**config.mk**
```make
export PLATFORM = sky130hd
export DESIGN_NAME = trap_ctrl
export DESIGN_NICKNAME = d
export VERILOG_FILES = /design/src/rtl/trap_ctrl.sv
export SDC_FILE = /design/constraint.sdc
export NUM_CORES = 1
export LEC_CHECK = 0
export ABC_CLOCK_PERIOD_IN_PS = 2440
export CAP_MARGIN = 20
export CORE_UTILIZATION = 28
export CTS_CLUSTER_DIAMETER = 80
export DETAILED_ROUTE_END_ITERATION = 10
export HOLD_SLACK_MARGIN = 0.02
export PLACE_DENSITY_LB_ADDON = 0.25
export SYNTH_ARGS = -nofsm -noshare
export SYNTH_HDL_FRONTEND = slang
export SYNTH_SLANG_ARGS = --single-unit
export TNS_END_PERCENT = 5
```
**constraint.sdc**
```tcl
create_clock -name clk -period 2.44 [get_ports clk]
set_input_delay 0.61 -clock clk [delete_from_list [all_inputs] [get_ports clk]]
set_output_delay 0.61 -clock clk [all_outputs]
set_load 0.005 [all_outputs]
```
**src/rtl/trap_ctrl.sv**
```systemverilog
// Machine-mode trap sequencer: arbitrates exceptions, interrupts and MRET, drains the pipeline,
// issues a one-cycle CSR update and hands the redirect PC to fetch. Optional: TRAP_CTRL_STATS_EN.
module trap_ctrl #(
  parameter int unsigned SYNC_STAGES = 2,
  parameter logic [1:0]  MPP_MODE    = 2'b11
) (
  input  logic        clk,
  input  logic        rst,
  input  logic        exc_valid,
  input  logic [30:0] exc_code,
  input  logic [31:0] exc_pc,
  input  logic [31:0] exc_tval,
  input  logic        mret_valid,
  input  logic        commit_valid,
  input  logic [31:0] commit_pc,
  input  logic        ext_irq,
  input  logic        timer_irq,
  input  logic        sw_irq,
  input  logic [2:0]  i_mie,
  input  logic        i_mstatus_mie,
  input  logic        i_mstatus_mpie,
  input  logic [29:0] i_mtvec_base,
  input  logic [1:0]  i_mtvec_mode,
  input  logic [31:0] i_mepc_value,
  input  logic        pipe_drained,
  output logic        o_flush,
  output logic        o_busy,
  output logic        o_csr_update,
  output logic        o_mcause_interrupt,
  output logic [30:0] o_mcause_exception_code,
  output logic [31:0] o_mepc_value,
  output logic [31:0] o_mtval_value,
  output logic        o_mstatus_mie,
  output logic        o_mstatus_mpie,
  output logic [1:0]  o_mstatus_mpp,
  output logic        o_redirect_valid,
  output logic [31:0] o_redirect_pc,
  input  logic        redirect_ready
`ifdef TRAP_CTRL_STATS_EN
  ,
  output logic [31:0] o_trap_count
`endif
);

  typedef enum logic [1:0] {StIdle, StFlush, StUpdate, StRedirect} state_e;

  state_e state_q, state_d;

  logic [SYNC_STAGES-1:0] ext_sync_q;
  logic [2:0]             irq_en;
  logic                   irq_take;
  logic [30:0]            irq_code;
  logic                   take_exc, take_irq, take_mret;

  logic        cause_irq_q;
  logic [30:0] cause_code_q;
  logic [31:0] epc_q, tval_q, redirect_pc_q, redirect_pc_d, mtvec_addr;
  logic        mret_q;

  always_ff @(posedge clk or negedge rst) begin
    if (!rst) ext_sync_q <= '0;
    else      ext_sync_q <= {ext_sync_q[SYNC_STAGES-2:0], ext_irq};
  end

  // Bit order matches i_mie: {MEIE, MTIE, MSIE}
  assign irq_en   = {ext_sync_q[SYNC_STAGES-1], timer_irq, sw_irq} & i_mie;
  assign irq_take = commit_valid & i_mstatus_mie & (|irq_en);

  always_comb begin
    irq_code = 31'd7;
    if (irq_en[2])      irq_code = 31'd11;
    else if (irq_en[0]) irq_code = 31'd3;
  end

  always_comb begin
    state_d   = state_q;
    take_exc  = 1'b0;
    take_irq  = 1'b0;
    take_mret = 1'b0;
    unique case (state_q)
      StIdle: begin
        if (exc_valid) begin
          take_exc = 1'b1;
          state_d  = StFlush;
        end else if (irq_take) begin
          take_irq = 1'b1;
          state_d  = StFlush;
        end else if (mret_valid) begin
          take_mret = 1'b1;
          state_d   = StFlush;
        end
      end
      StFlush:    if (pipe_drained) state_d = StUpdate;
      StUpdate:   state_d = StRedirect;
      StRedirect: if (redirect_ready) state_d = StIdle;
      default:    state_d = StIdle;
    endcase
  end

  always_ff @(posedge clk or negedge rst) begin
    if (!rst) state_q <= StIdle;
    else      state_q <= state_d;
  end

  // MRET keeps the last trap's cause/tval so UPDATE can re-present them
  always_ff @(posedge clk or negedge rst) begin
    if (!rst) begin
      cause_irq_q  <= 1'b0;
      cause_code_q <= '0;
      epc_q        <= '0;
      tval_q       <= '0;
      mret_q       <= 1'b0;
    end else if (take_exc) begin
      cause_irq_q  <= 1'b0;
      cause_code_q <= exc_code;
      epc_q        <= exc_pc;
      tval_q       <= exc_tval;
      mret_q       <= 1'b0;
    end else if (take_irq) begin
      cause_irq_q  <= 1'b1;
      cause_code_q <= irq_code;
      epc_q        <= commit_pc;
      tval_q       <= '0;
      mret_q       <= 1'b0;
    end else if (take_mret) begin
      epc_q  <= i_mepc_value;
      mret_q <= 1'b1;
    end
  end

  assign mtvec_addr = {i_mtvec_base, 2'b00};

  always_comb begin
    redirect_pc_d = mtvec_addr;
    if (mret_q) begin
      redirect_pc_d = epc_q;
    end else if (cause_irq_q && (i_mtvec_mode == 2'b01)) begin
      redirect_pc_d = mtvec_addr + {cause_code_q[29:0], 2'b00};
    end
  end

  always_ff @(posedge clk or negedge rst) begin
    if (!rst)                    redirect_pc_q <= '0;
    else if (state_q == StUpdate) redirect_pc_q <= redirect_pc_d;
  end

  always_comb begin
    o_busy                  = (state_q != StIdle);
    o_flush                 = (state_q == StFlush);
    o_redirect_valid        = (state_q == StRedirect);
    o_redirect_pc           = redirect_pc_q;
    o_csr_update            = 1'b0;
    o_mcause_interrupt      = 1'b0;
    o_mcause_exception_code = '0;
    o_mepc_value            = '0;
    o_mtval_value           = '0;
    o_mstatus_mie           = 1'b0;
    o_mstatus_mpie          = 1'b0;
    o_mstatus_mpp           = MPP_MODE;
    if (state_q == StUpdate) begin
      o_csr_update            = 1'b1;
      o_mcause_interrupt      = cause_irq_q;
      o_mcause_exception_code = cause_code_q;
      o_mtval_value           = tval_q;
      if (mret_q) begin
        o_mstatus_mie  = i_mstatus_mpie;
        o_mstatus_mpie = 1'b1;
        o_mepc_value   = i_mepc_value;
      end else begin
        o_mstatus_mie  = 1'b0;
        o_mstatus_mpie = i_mstatus_mie;
        o_mepc_value   = epc_q;
      end
    end
  end

`ifdef TRAP_CTRL_STATS_EN
  logic [31:0] trap_cnt_q;

  always_ff @(posedge clk or negedge rst) begin
    if (!rst)                                trap_cnt_q <= '0;
    else if (state_q == StUpdate && !mret_q) trap_cnt_q <= trap_cnt_q + 32'd1;
  end

  assign o_trap_count = trap_cnt_q;
`endif

endmodule

```
==> key figures <==
Routing
  • DRC: 0
  • Routed len/inst: approximately 18 µm
  • Drt via density: a little under 5
  • Pre-antenna DRT Iters: 5
  • ANT nets after route: 0
  • Vias: between 9000 and 10000
  • Starting DRT DRC Count: ~430
  • WL final: roughly 34000 µm

Logic synthesis
  • Synth async-reset ratio: 100%
  • Ys Warns: 0
  • Yosys cell types: 62
  • Yosys top cell by area: dfrtp_1
  • Syn_area_per_cell: 8.42 µm²
  • Post-synth EDFFs: 0
  • Top-area cell type share of the netlist area: roughly two fifths
  • Most frequent cell after synthesis: nor2_1
  • Top FF cell, synth: dfrtp_1
  • Synth area leaders: dfrtp_1 39%, a21oi_1 7.3%, a22o_1 6.3%, nor2_1 6.0%, and2_1 5.0%
  • Cell count after synthesis: 1012
  • Syn Std Cell Area: around 8500 µm²
  • Post-synthesis sequential element count: around 130
  • Synth cell count leaders: 136 x nor2_1, 133 x dfrtp_1, 125 x a21oi_1
  • Seq/Total Area, Yosys: about two fifths

Clock network
  • Sink Count: 133
  • CTS clk-pin slew, worst paths: approximately 0.06 ns
  • Root Driver: clkbuf_16
  • Clk_lat worst skew: ~0.43 ns
  • CTS Buf Count: 17
  • CTS tree: built
  • H-tree level count: 4
  • Buffer depth of the longest clock path: 2
  • # hold bufs at CTS: 0

Floorplan
  • Initial core utilization: 28.6%
  • Row count: 63
  • Chip Height: roughly 180 µm
  • IO Pins: between 300 and 400
  • DIE WIDTH: about 180 µm
  • Die ar.: a little over 30000 µm²
  • CORE AREA: a little under 30000 µm²

Final layout
  • Cell area after layout: between 10000 and 15000 µm²
  • Fill count: 2917
  • Area added between synthesis and finish: 68.1%
  • Multi-input gate area: 5050 µm²
  • Nets: around 1700
  • # diodes: 0
  • Layout cells sized above 1: between 10% and 20%
  • Storage cell area: 3330 µm²
  • Final core utilization: between 40 and 50%

Setup path
  • Cell Chain, Critical Path: inv_2 -> ha_4 -> buf_12 -> and2_1 -> clkdlybuf4s50_1
  • CP peak stage delay: ~0.5 ns
  • Req. time, crit path: about 1.8 ns
  • CP max stage cell: clkdlybuf4s50_1
  • Worst EP arrival: 1.99 ns
  • Critical path class: reg -> out
  • CP Capture Type: primary output
  • Crit-path max FO: 34
  • CP Launch Type: flip-flop

Timing
  • Worst-Margin Slew: 0.684 ns
  • Setup-failing EPs final: 13
  • Final hold viol count: 0
  • Crit share post-route: 107%
  • Worst Skew: around 0.013 ns
  • TNS Setup: -1.31 ns
  • Fin crit period: about 2.6 ns
  • Worst rel slew slack: between 50% and 60%
  • Fmax: ~380 MHz
  • Final WS setup: -0.162 ns
  • RSZ-0062 raised after global routing: true
  • Hold Slack: approximately 0.095 ns
  • Max-slew violations: 0

Outcome
  • Status: finished, violations left
  • Failing checks: setup timing

Placement
  • I/O Buffers: between 300 and 400
  • DP HPWL: around 27000 µm
  • Final RePlAce weighted congestion: about 0.92
  • Area after DPL: ~14000 µm²

Pwr
  • Max IR drop VDD: 0.672 mV
  • Total power: around 17000 µW
  • Power Density: ~1200 nW/µm²
  • Pleak: approximately 0.0067 µW

Global route
  • Largest net degree at the start of global routing: 60
  • Total global-route track usage: approximately 22%
  • Initial antenna violation count: 1
  • Vias in the first global route: approximately 9300
  • GRT overflow: 0
  • First-pass GRT wire length: around 53000 µm

Min path
  • Worst Hold Class: in -> async

Run
  • Max cap viols: 0
[metal layers]
metal | wire, µm | up-vias | track usage (%)
li1 | - | 4491 | -
met1 | 14400 | 4406 | 27.0
met2 | 17000 | 303 | 38.6
met3 | 2150 | 44 | 4.74
met4 | 807 | 2 | 6.36
met5 | 11 | - | 0
[path summary, 6_finish.rpt]
path,slack [ns],depth (start not counted),start,end
worst max-delay path,-0.16,5,state_q[0],o_mtval_value[23]
worst min-delay path,0.1,1,rst,epc_q[19]
worst max register to register,-0.07,10,cause_code_q[0],o_redirect_pc[30]
worst min register to register,0.35,0,ext_sync_q[0],ext_sync_q[1]
max in group asynchronous,1.73,2,rst,tval_q[31]
min in group clk,0.35,0,ext_sync_q[0],ext_sync_q[1]
[kinds of logic (layout without fill, tap and decap cells)]
logic type	after synthesis	in the layout	synth area share [%]
xor+xnor	25	25	2.57
compound gates	352	352	26.5
fa+ha+maj	35	35	5.23
flops	133	133	39.1
simple gates	341	341	18.2
other cells	1	2	0.0440
buf+inv	89	554	4.13
mux	36	36	4.29
[sequential cells by signal, summed over array words and instances (netlist names)]
register and flops:
tval_q 32, epc_q 32, state_q 2, mret_q 1
cause_code_q 31, ext_sync_q 2, o_redirect_pc 32, cause_irq_q 1
[timing repair]
| action | CTS | global route |
|---|---|---|
| endpoints found under the setup margin | 123 | 46 |
| endpoints found under the hold margin | 0 | 0 |
| gates resized for setup | 104 | 29 |
| pin swaps | 13 | 3 |
| setup buffers | 5 | 1 |
[metrics by stage]
step | setup slack (ns) | cells
floorplan | -0.166 | 1013
global placement | -0.834 | 1830
detailed placement | -0.896 | 1830
CTS | -0.206 | 1867
global route | -0.224 | 1868
finish | -0.162 | 1868
[cells in the final DEF, fill, tap and decap left out, drive strengths merged, types with 32 or more instances in the layout]
| cell | count |
|---|---|
| a21oi | 125 |
| nand2 | 98 |
| nor2 | 138 |
| clkdlybuf4s50 | 235 |
| dfrtp | 133 |
| ha | 34 |
| a22o | 61 |
| and2 | 68 |
| mux2i | 32 |
| o21ai | 93 |
| buf | 170 |
| dlygate4sd2 | 87 |
[critical path, delay by kind of cell (launching register included)]
kind / cells / cell delay (ns)
fa+ha+maj: 1 / 0.24
flops: 1 / 0.40
buf+inv: 3 / 0.78
simple gates: 1 / 0.15
[final cells by class]
class,instances,share of cell area [%]
multi-input combinational,791,35.3
timing repair buffer,507,33.2
sequential,133,23.3
tap,390,3.41
clock buffer,18,3.00
clock inverter,14,1.49
inverter,15,0.393
[power breakdown]
group          total [µW]  switching, µW  leakage (µW)  internal [µW]
registers            4200            919       0.00161           3280
clock network        2890           1140      0.000314           1750
logic                9550           4530       0.00473           5020
Note: power is estimated with default switching activity, not from simulation.
